<file path="src/rtl/display_pkg.sv">
// Shared types and glyph constants for the 4-digit multiplexed 7-segment display.
// Segment vectors are active low, bit 0 = segment a, bit 6 = segment g.
package display_pkg;

  typedef logic [6:0] seg_t;
  typedef logic [1:0] indice_digito_t;

  localparam seg_t SEG_APAGADO = 7'h7F;
  localparam seg_t SEG_GUION   = 7'h3F;

  localparam seg_t SEG_0 = 7'h40;
  localparam seg_t SEG_1 = 7'h79;
  localparam seg_t SEG_2 = 7'h24;
  localparam seg_t SEG_3 = 7'h30;
  localparam seg_t SEG_4 = 7'h19;
  localparam seg_t SEG_5 = 7'h12;
  localparam seg_t SEG_6 = 7'h02;
  localparam seg_t SEG_7 = 7'h78;
  localparam seg_t SEG_8 = 7'h00;
  localparam seg_t SEG_9 = 7'h10;
  localparam seg_t SEG_A = 7'h08;
  localparam seg_t SEG_B = 7'h03;
  localparam seg_t SEG_C = 7'h46;
  localparam seg_t SEG_D = 7'h21;
  localparam seg_t SEG_E = 7'h06;
  localparam seg_t SEG_F = 7'h0E;

  // Decoder code space: 0..15 hex glyphs, 16 dash, anything else blank.
  localparam logic [4:0] COD_GUION = 5'd16;

  // Error class shown on digit 2; the encoding is the glyph value itself.
  typedef enum logic [1:0] {
    CLASE_OK     = 2'd0,
    CLASE_SIMPLE = 2'd1,
    CLASE_DOBLE  = 2'd2
  } clase_error_t;

  // Snapshot of the decoder outputs taken once per refresh frame.
  typedef struct packed {
    logic [3:0] tx;
    logic [3:0] corr;
    logic [2:0] sind;
    logic       err;
  } captura_t;

endpackage

</file>
<file path="src/rtl/decodificador_7seg.sv">
// Combinational 5-bit code to active-low 7-segment glyph (hex, dash, blank).
module decodificador_7seg
  import display_pkg::*;
(
  input  logic [4:0] i_codigo,
  output seg_t       o_seg
);

  // Code lookup: hex glyphs first, then dash, everything else dark.
  always_comb begin
    o_seg = SEG_APAGADO;
    case (i_codigo)
      5'd0:      o_seg = SEG_0;
      5'd1:      o_seg = SEG_1;
      5'd2:      o_seg = SEG_2;
      5'd3:      o_seg = SEG_3;
      5'd4:      o_seg = SEG_4;
      5'd5:      o_seg = SEG_5;
      5'd6:      o_seg = SEG_6;
      5'd7:      o_seg = SEG_7;
      5'd8:      o_seg = SEG_8;
      5'd9:      o_seg = SEG_9;
      5'd10:     o_seg = SEG_A;
      5'd11:     o_seg = SEG_B;
      5'd12:     o_seg = SEG_C;
      5'd13:     o_seg = SEG_D;
      5'd14:     o_seg = SEG_E;
      5'd15:     o_seg = SEG_F;
      COD_GUION: o_seg = SEG_GUION;
      default:   o_seg = SEG_APAGADO;
    endcase
  end

endmodule

</file>
<file path="src/rtl/modulo_display_7seg.sv">
// 4-digit common-anode multiplexed display for the Hamming SECDED decoder.
// Digits (right to left): corrected nibble, syndrome, error class, tx nibble.
// Inputs are captured once per frame; outputs are registered (1-cycle latency).
// Optional feature: define PARPADEO_EN to blink the display on a double error.
module modulo_display_7seg
  import display_pkg::*;
#(
  parameter int unsigned CICLOS_DIGITO   = 27_000,
  parameter int unsigned CICLOS_PARPADEO = 6_750_000
) (
  input  logic       clk,
  input  logic       rst_n,
  input  logic [3:0] palabra_tx,
  input  logic [3:0] palabra_corr,
  input  logic [2:0] sindrome,
  input  logic       error_doble,
  output logic [3:0] anodo,
  output logic [6:0] segmentos
);

  localparam int unsigned CW = (CICLOS_DIGITO > 1) ? $clog2(CICLOS_DIGITO) : 1;
  localparam logic [CW-1:0] CONT_MAX = CW'(CICLOS_DIGITO - 1);

  logic [CW-1:0]  r_cont;
  indice_digito_t r_indice;
  captura_t       r_cap;
  logic           r_primera;
  logic [3:0]     r_anodo;
  seg_t           r_seg;

  logic           w_fin_digito;
  logic           w_fin_marco;
  logic           w_cargar;
  clase_error_t   w_clase;
  logic [4:0]     w_codigo;
  seg_t           w_seg;
  logic [3:0]     w_anodo_sig;

  assign w_fin_digito = (r_cont == CONT_MAX);
  assign w_fin_marco  = w_fin_digito && (r_indice == 2'd3);
  assign w_cargar     = r_primera || w_fin_marco;

  // Per-digit cycle counter and digit index; index advances on each wrap.
  always_ff @(posedge clk or negedge rst_n) begin
    if (!rst_n) begin
      r_cont   <= '0;
      r_indice <= '0;
    end else if (w_fin_digito) begin
      r_cont   <= '0;
      r_indice <= r_indice + 2'd1;
    end else begin
      r_cont   <= r_cont + 1'b1;
    end
  end

  // Input capture: first edge after reset, then only at frame end.
  always_ff @(posedge clk or negedge rst_n) begin
    if (!rst_n) begin
      r_cap     <= '0;
      r_primera <= 1'b1;
    end else begin
      r_primera <= 1'b0;
      if (w_cargar) begin
        r_cap <= '{tx: palabra_tx, corr: palabra_corr, sind: sindrome, err: error_doble};
      end
    end
  end

  // Error class derived from the captured syndrome and double-error flag.
  always_comb begin
    w_clase = CLASE_OK;
    if (r_cap.err)
      w_clase = CLASE_DOBLE;
    else if (r_cap.sind != 3'd0)
      w_clase = CLASE_SIMPLE;
  end

  // Glyph code for the digit currently being scanned.
  always_comb begin
    w_codigo = '0;
    case (r_indice)
      2'd0:    w_codigo = {1'b0, r_cap.corr};
      2'd1:    w_codigo = r_cap.err ? COD_GUION : {2'b00, r_cap.sind};
      2'd2:    w_codigo = {3'b000, w_clase};
      default: w_codigo = {1'b0, r_cap.tx};
    endcase
  end

  decodificador_7seg u_decodificador (
    .i_codigo (w_codigo),
    .o_seg    (w_seg)
  );

`ifdef PARPADEO_EN
  localparam int unsigned PW = (CICLOS_PARPADEO > 1) ? $clog2(CICLOS_PARPADEO) : 1;
  localparam logic [PW-1:0] PARP_MAX = PW'(CICLOS_PARPADEO - 1);

  logic [PW-1:0] r_parp;
  logic          r_fase;

  // Blink phase generator, parked at phase 0 while no double error is captured.
  always_ff @(posedge clk or negedge rst_n) begin
    if (!rst_n) begin
      r_parp <= '0;
      r_fase <= 1'b0;
    end else if (!r_cap.err) begin
      r_parp <= '0;
      r_fase <= 1'b0;
    end else if (r_parp == PARP_MAX) begin
      r_parp <= '0;
      r_fase <= ~r_fase;
    end else begin
      r_parp <= r_parp + 1'b1;
    end
  end
`endif

  // Next anode pattern: blank slot at cont 0, otherwise one-hot active-low digit.
  always_comb begin
    w_anodo_sig = ~(4'b0001 << r_indice);
    if (r_cont == '0)
      w_anodo_sig = '1;
`ifdef PARPADEO_EN
    if (r_cap.err && r_fase)
      w_anodo_sig = '1;
`endif
  end

  // Output registers; async reset blanks the display immediately.
  always_ff @(posedge clk or negedge rst_n) begin
    if (!rst_n) begin
      r_anodo <= '1;
      r_seg   <= SEG_APAGADO;
    end else begin
      r_anodo <= w_anodo_sig;
      r_seg   <= w_seg;
    end
  end

  assign anodo     = r_anodo;
  assign segmentos = r_seg;

endmodule

</file>
<file path="config.mk">
export PLATFORM = sky130hd
export DESIGN_NAME = modulo_display_7seg
export DESIGN_NICKNAME = d
export VERILOG_FILES = /design/src/rtl/display_pkg.sv /design/src/rtl/decodificador_7seg.sv /design/src/rtl/modulo_display_7seg.sv
export SDC_FILE = /design/constraint.sdc
export NUM_CORES = 1
export LEC_CHECK = 0
export CORE_MARGIN = 2
export CORE_UTILIZATION = 44
export CTS_BUF_LIST = sky130_fd_sc_hd__clkbuf_16
export DETAILED_ROUTE_END_ITERATION = 10
export GPL_ROUTABILITY_DRIVEN = 0
export PLACE_DENSITY = 0.7
export REMOVE_ABC_BUFFERS = 1
export SYNTH_ARGS = -nofsm -noshare
export SYNTH_HDL_FRONTEND = slang
export SYNTH_SLANG_ARGS = --single-unit
</file>
<file path="constraint.sdc">
create_clock -name clk -period 2.5 [get_ports clk]
set_input_delay 0.5 -clock clk [delete_from_list [all_inputs] [get_ports clk]]
set_output_delay 0.5 -clock clk [all_outputs]
set_load 0.005 [all_outputs]
</file>
; After elaboration in Yosys (flattened, before gate mapping)
; Memories as Yosys holds them, arrays and structs flattened. A register that Yosys moved wholly into a read port is not among the register bits.
; Cells that the tools add are included.
; Widths: inputs -> output; s select.
[op_classes]
addsub = 2
multipliers = 0
div_mod_pow = 0
order_cmp = 0
eq_ne = 4
shifts = 1
mux = 6
bitwise_logic = 1
reduce_logical = 6
[ops]
columns = operator, count
row1 = $add 15x1->15 const B, 1
row2 = $eq 15x15->1 const B, 1
row3 = $logic_not 15->1, 1
row4 = $mux 15, 1
row5 = $pmux 5 s3, 1
row6 = $mux 5, 1
row7 = $eq 2x2->1 const B, 2
row8 = $mux 4, 1
row9 = $not 4->4, 1
row10 = $shl 1x2->4 const A, 1
row11 = $reduce_bool 3->1, 1
row12 = $add 2x1->2 const B, 1
row13 = $eq 2x1->1 const B, 1
row14 = $logic_not 2->1, 1
row15 = $mux 2, 1
row16 = $logic_and 1x1->1, 1
row17 = $logic_not 1->1, 1
row18 = $logic_or 1x1->1, 1
row19 = $mux 1, 1
[word_totals]
reg_bits = 34
latchBits = 0
ram_bits = 0
romBits = 224
inputBits = 14
word_cells = 29
n_memories = 1
[memory_table]
columns = memory, words, width, read_ports, rd_ports_with_merged_regs, wr, line
row1 = (name not given), 32, 7, 1, 1, 0, decodificador_7seg.sv:12  ; case (i_codigo)

; Longest topological paths before layout
; Gate-level depths: netlist of run 1.
[depth]
ltp_word = 4
mapped_depth = 10
mapped_depth_nobuf = 10

; Cells and area by module
; Synthesis of run 1 repeated with hierarchy kept, for this count alone.
[hier_totals]
cells_unflattened = 191
area_unflattened_um2 = 2163.3
[modules_own_cells]
columns = mod, n_inst, cells_each, area_each_um2
row1 = modulo_display_7seg, 1, 152, 1858.0
row2 = decodificador_7seg, 1, 39, 305.3

; Least setup slack after synthesis of run 1
; Ideal clock, no wire load.
[synth_timing]
kind = register to register
start = reg r_indice[0]
end = reg r_seg[6], in the netlist segmentos[6]
setup_time_ps = 89
arrival_ps = 1999
required_time_ps = 2411
slack_ps = 412
stages_incl_launch_ff = 10
n_path_buf = 1
path_cell_list = dfrtp_1 ha_1 buf_2 nor4_1 nor2_1 inv_1 ha_1 nand2b_1 mux2i_1 a211oi_1
[synth_via]
elab_chain_len = 2
[synth_rtl]
columns = item, line
row1 = from (decl), modulo_display_7seg.sv:25  ; indice_digito_t r_indice;
row2 = from (signal assigned), modulo_display_7seg.sv:50  ; r_indice <= r_indice + 2'd1;
row3 = "$eq 2x2->1, or another cell as far along", modulo_display_7seg.sv:81  ; case (r_indice)
row4 = $pmux 5 s3 *, modulo_display_7seg.sv:81
row5 = to (decl), modulo_display_7seg.sv:29  ; seg_t r_seg;
; Mark *: on every way between the ends. The rest lies on a longest branch, timed or not.
; A chain may end at the register's enable or synchronous reset.

; Worst setup path in the final report of run 1
[layout_timing]
start = reg r_indice[1]
end = reg r_seg[6], in the netlist segmentos[6]
; Same word-level chain as after synthesis.

==> results of run 1 <==
## state kept, by name, summed over array words and instances, names as in the netlist
signal	flops
anodo	4
segmentos	7
r_indice	2
r_cont	15
r_primera	1
r_cap	12
## timing repair
| item | 4_1_cts | 5_1_grt |
|---|---|---|
| resized for setup | 0 | 2 |
| setup buffers | 0 | 2 |
| setup endpoints to repair | 0 | 6 |
## cell usage in the layout, fill, tap and decap left out, drive strengths merged, types with 2 or more instances in the layout
master	synthesis	layout
dfstp	12	12
clkbuf	1	5
o311ai	2	2
nor4	3	3
nor3	7	7
xnor2	7	7
a41oi	2	2
a21oi	3	3
inv	8	9
nand3	4	4
buf	6	6
nand2	20	20
and3	4	4
a211oi	2	2
and2	3	3
mux2	13	13
nor2	14	14
mux2i	2	2
ha	13	13
xor2	6	6
o31a	2	2
nand4	7	7
o21ai	3	3
o211ai	3	3
dfrtp	29	29
or4	3	3
clkdlybuf4s50	0	23
## synthesized netlist by cell type, types with 4 or more instances
| cell type | instances | area, sq um |
|---|---|---|
| dfrtp_1 | 29 | 726 |
| dfstp_2 | 12 | 315 |
| ha_1 | 13 | 163 |
| inv_1 | 8 | 30.0 |
| mux2_4 | 10 | 150 |
| nand2_1 | 20 | 75.1 |
| nand3_1 | 4 | 20.0 |
| nand4_1 | 7 | 43.8 |
| nor2_1 | 13 | 48.8 |
| nor3_1 | 7 | 35.0 |
| xnor2_1 | 7 | 61.3 |
| xor2_1 | 6 | 52.6 |
## final cells by class
type                       count  area (sq um)
tap                           67          83.8
multi-input combinational    140          1100
clock buffer                   5           125
timing repair buffer          29           273
inverter                       8          30.0
fill                         414          2100
sequential                    41          1040
clock inverter                 3          37.5
## per-layer routing
metal | routed length (um) | vias to the layer above | part of all wire
met2 | 1900 | 43 | 0.45
met5 | 0 | - | 0
li1 | - | 758 | -
met1 | 2080 | 723 | 0.49
met4 | 74 | 0 | 0.018
met3 | 150 | 6 | 0.036
## power by group through the flow
| stage | sequential [mW] | combinational [mW] | clock, mW |
|---|---|---|---|
| after floorplan | 0.748 | 0.110 | 0 |
| after global placement | 0.750 | 0.204 | 0 |
| after detailed placement | 0.750 | 0.206 | 0 |
| after CTS | 0.739 | 0.207 | 0.726 |
| after global routing | 0.744 | 0.238 | 0.752 |
| final | 0.739 | 0.213 | 0.709 |
## final timing paths
| kind | startpoint | to | slack [ps] | cells past startpoint |
|---|---|---|---|---|
| min | rst_n | r_cont[3]$_DFF_PN0_ | 330 | 1 |
| min in group clk | r_cont[12]$_DFF_PN0_ | r_cont[12]$_DFF_PN0_ | 510 | 1 |
| max in group asynchronous | rst_n | r_cont[13]$_DFF_PN0_ | 1620 | 1 |
| max | r_indice[1]$_DFFE_PN0N_ | segmentos[6]$_DFF_PN1_ | 180 | 10 |
| min reg2reg | r_cont[12]$_DFF_PN0_ | r_cont[12]$_DFF_PN0_ | 510 | 1 |
| max reg2reg | r_indice[1]$_DFFE_PN0N_ | segmentos[6]$_DFF_PN1_ | 180 | 10 |
## cell families (layout without fill, tap and decap cells)
kind of cell	Yosys count	count (layout)	synth area share
and+or+nand+nor	74	74	0.182
DFF	41	41	0.473
AOI/OAI and AO/OA	24	24	0.0910
muxes	15	15	0.0927
buffers and inverters	15	45	0.0335
adders and majority gates	13	13	0.0739
xor gates and xnor gates	13	13	0.0517
other	1	1	0.00170
==> metrics.md, run 1 <==
| Metric | Value |
|---|---|
| Status | `completed` |
| CTS sink cnt | `just over 40` |
| Routed wire length | `about 4200 um` |
| Ant diodes | `0` |
| Power Dens Cells | `approximately 620 nW/um^2` |
| Max-cap check violation count | `0` |
| Clock power share | `0.427` |
| Setup ws final | `183 ps` |
| Clock-pin slew on the worst setup and hold paths | `~60 ps` |
| Final hold violation count | `0` |
| Post-DRT Antenna Nets | `0` |
| Slowest-stage cell, CP | `dfrtp_1` |
| Grt met2 use | `0.254` |
| Total chip power | `1.66 mW` |
| Sequential share of the synthesized area | `0.473` |
| Synthesized flop and latch total | `approximately 40` |
| Ports | `25` |
| Synth warnings | `0` |
| CTS Root Cell | `clkbuf_16` |
| Row count | `25` |
| Clk buf depth | `2` |
| Reg power frac | `0.445` |
| Synth unique cells | `51` |
| Element type at the critical path start | `flop` |
| Period minus WS final | `about 2300 ps` |
| Leak Pwr | `1.16 nW` |
| Met3 global-route usage | `0.0415` |
| Area Overhead vs Synth | `22.2%` |
| # hold bufs at CTS | `0` |
| P_int | `~1.3 mW` |
| Final core utilization | `0.562` |
| Delay of the slowest cell on the worst path | `~430 ps` |
| DR DRC count | `0` |
| Switch Pwr | `about 0.36 mW` |
| Rel. slew slack | `0.420` |
| CTS tree | `yes` |
| Min Hold Slack | `330 ps` |
| Crit Path Max Fanout | `6` |
| Logic pwr share | `0.128` |
| Type of the worst setup path | `flop to flop` |
| Setup crit end kind | `flop` |
| GRT overflow | `0` |
| # placed instances | `about 280` |
| Die X-Extent | `74.7 um` |
| CTS buffer count | `5` |
| Syn Std Cell Area | `around 2200 sq um` |
| RSZ-0062 raised after global routing | `true` |
| Arrival time worst endpoint | `roughly 2500 ps` |
| Nets | `~250` |
| Vias | `~1,500` |
| Slew Limit Fails | `0` |
| GR peak layer | `met2` |
| Setup-failing EPs final | `0` |
| Drt pass-1 iters | `4` |
| Vias in the first global route | `1,506` |
| Avg Cell Area, Syn | `between 10 and 15 sq um` |
| Starting Density | `0.460` |
| Port bufs | `24` |
| Post-Layout Cell Count | `between 200 and 300` |
| CP required | `between 2000 and 3000 ps` |
| Pin count of the biggest net entering global routing | `42` |
| Sw Share | `0.214` |
| Clock skew | `around 5.4 ps` |
| Share of cells above drive strength 1 | `0.199` |
| Ys async rst share | `1.00` |
| Worst Path Buf+Inv | `2` |
| Post-synthesis instance total | `roughly 200` |
| Period Utilization, post-route | `0.927` |
| Worst skew pair latency | `approximately 280 ps` |
| Worst Tran Pin Value | `slightly below 900 ps` |
| Initial antenna violation count | `0` |
| Iteration-0 DRC Markers | `roughly 120` |
| Worst-path cell chain | `inv_1 > ha_1 > a21oi_1 > nor4_2 > nor2_1 > inv_1 > ha_1 > nand2b_1 > mux2i_1 > a211oi_1` |
| HPWL after detailed placement | `2810 um` |
| First-pass GRT wire length | `around 7300 um` |
| Min-delay worst type | `input port to async pin` |
| Die Span Y | `around 75 um` |
| Peak supply drop | `between 200 and 300 uV` |
| Top FF cell, synth | `dfrtp_1` |
| Final Cell Area | `~2700 sq um` |
| Die ar. | `about 5600 sq um` |
| M1 GR Usage | `0.247` |
| Final TNS setup | `0 ps` |
| Placed cell area | `about 2500 sq um` |
| H-tree levels | `2` |
| Critical path's top delay family | `simple AND/OR/NAND/NOR gates` |
| Routed WL per cell | `approximately 14 um` |
| GRT Total Usage | `0.174` |
| Number of synthesized flops with an enable pin | `0` |
| Dpl ws | `about 130 ps` |
| Post-DR vias/cell | `approximately 5.2` |
| Core Area | `around 4800 sq um` |
| Fmax | `~430 MHz` |
Power figures use the tool's default switching activity.
==> run 2, diff against run 1 <==
CORE_ASPECT_RATIO = 0.75   (was unset)
==> run 2 against run 1 <==
Via count rose by 0.46%. First-iteration DRC count is 2.5% lower. Die area is 0.10% higher. Total power shrank 6.8%. Critical path type unchanged.
==> metrics.md, run 2 (synthesis results as in run 1) <==
| Metric | Value |
|---|---|
| Status | `completed` |
| Largest reg by FF count | `r_cont` |
| Die ar. | `5590 sq um` |
| Ant diodes | `0` |
| Clk buf depth | `2` |
| Vias in the first global route | `about 1,400` |
| Type of the worst setup path | `flop to flop` |
| Final hold violation count | `0` |
| Max-cap check violation count | `0` |
| Die X-Extent | `85.7 um` |
| Port bufs | `24` |
| Peak supply drop | `roughly 390 uV` |
| GRT overflow | `0` |
| Area Overhead vs Synth | `19.7%` |
| Element type at the critical path start | `flop` |
| Slew Limit Fails | `0` |
| Nets | `between 200 and 250` |
| H-tree levels | `2` |
| Drt pass-1 iters | `4` |
| Arrival time worst endpoint | `2410 ps` |
| RSZ-0062 raised after global routing | `true` |
| Routed wire length | `about 4000 um` |
| CTS sink cnt | `slightly above 40` |
| Pin count of the biggest net entering global routing | `42` |
| Initial antenna violation count | `0` |
| Routed WL per cell | `13.8 um` |
| Post-DR vias/cell | `about 5.4` |
| Rel. slew slack | `0.434` |
| Setup-failing EPs final | `0` |
| Leak Pwr | `roughly 1.1 nW` |
| Vias | `approximately 1,500` |
| Most frequent cells in the layout | `dfrtp_1, clkdlybuf4s50_1, nand2_1, nor2_1, ha_1` |
| Worst Tran Pin Value | `850 ps` |
| Starting Density | `0.454` |
| DR DRC count | `0` |
| Period Utilization, post-route | `0.887` |
| Clock skew | `between 6 and 7 ps` |
| Die Span Y | `about 65 um` |
| Core Area | `slightly below 5000 sq um` |
| CTS buffer count | `5` |
| Worst skew pair latency | `between 200 and 300 ps` |
| Clock-pin slew on the worst setup and hold paths | `roughly 60 ps` |
| Share of cells above drive strength 1 | `0.193` |
| Ports | `25` |
| First-pass GRT wire length | `a little under 7000 um` |
| Total chip power | `roughly 1.5 mW` |
| HPWL after detailed placement | `2850 um` |
| Min-delay worst type | `input port to async pin` |
| Post-DRT Antenna Nets | `0` |
| Final TNS setup | `0 ps` |
| Commonest non-fill, non-tap cell in the layout | `dfrtp_1` |
| Final core utilization | `0.544` |
| Period minus WS final | `between 2000 and 2500 ps` |
| Fmax | `about 450 MHz` |
| CTS tree | `yes` |
| Row count | `22` |
| CP required | `2690 ps` |
| Power Dens Cells | `~590 nW/um^2` |
| Largest register FFs | `15` |
| CTS Root Cell | `clkbuf_16` |
| # fillers | `424` |
| Setup crit end kind | `flop` |
| Crit Path Max Fanout | `11` |
| GRT Total Usage | `0.157` |
| Iteration-0 DRC Markers | `116` |
## run 2: cell count changes in the layout (fill, tap and decap cells not counted), sizes merged
cell,change
buf,-3
bufinv,-1
clkinv,+1
## run 2: power by group
group          total (mW)  switching (mW)  internal [mW]
Combinational       0.207          0.0885          0.119
Clock               0.600           0.239          0.362
Sequential          0.740          0.0213          0.719
## run 2: final cells by class
type                    count  area [sq um]  area share
flip-flops and latches     41          1040       0.395
repair buffers             26           250      0.0950
inverters                   8          30.0      0.0114
clock inverters             3          13.8     0.00523
multi-input cells         140          1100       0.417
clock buffers               5           125      0.0475
well taps                  60          75.1      0.0285
## run 2: repair_timing
action,in CTS,in global routing
resized for setup,0,3
setup endpoints to repair,0,4
hold buffers,0,0
setup buffers,0,0
## run 2: metrics by stage
| step | hold WS (ps) | std cells | area (sq um) | worst slack [ps] |
|---|---|---|---|---|
| 2_1_floorplan | 204 | 189 | 2160 | 458 |
| 3_3_place_gp | 502 | 275 | 2480 | 263 |
| 3_5_place_dp | 490 | 275 | 2480 | 169 |
| 4_1_cts | 371 | 283 | 2620 | 121 |
| 5_1_grt | 417 | 283 | 2630 | -12.2 |
| 6_report | 332 | 283 | 2630 | 282 |
## run 2: path summary, 6_finish.rpt
path / from / end / slack, ps / cells after the start
min in group clk: r_cont[12]$_DFF_PN0_ / r_cont[12]$_DFF_PN0_ / 500 / 1
max: r_indice[1]$_DFFE_PN0N_ / segmentos[3]$_DFF_PN1_ / 280 / 5
min reg2reg: r_cont[12]$_DFF_PN0_ / r_cont[12]$_DFF_PN0_ / 500 / 1
min: rst_n / r_cap[5]$_DFFE_PN0P_ / 330 / 1
max reg2reg: r_indice[1]$_DFFE_PN0N_ / segmentos[3]$_DFF_PN1_ / 280 / 5
max in group asynchronous: rst_n / r_cont[3]$_DFF_PN0_ / 1640 / 1
## run 2: critical path: stages, from the launching register on
cell	delay [ps]
dfrtp_1	410
ha_1	360
and4bb_1	300
or3_1	540
a2111oi_2	430
a41oi_1	90
## run 2: layer usage
layer / routed length, um / up-vias / global-route usage / share of wire
met5: 0 / - / 0 / 0
met4: 61 / 0 / 0.0635 / 0.016
met3: 137 / 7 / 0.0427 / 0.035
met2: 1620 / 32 / 0.202 / 0.42
met1: 2070 / 751 / 0.243 / 0.53
li1: - / 747 / - / -
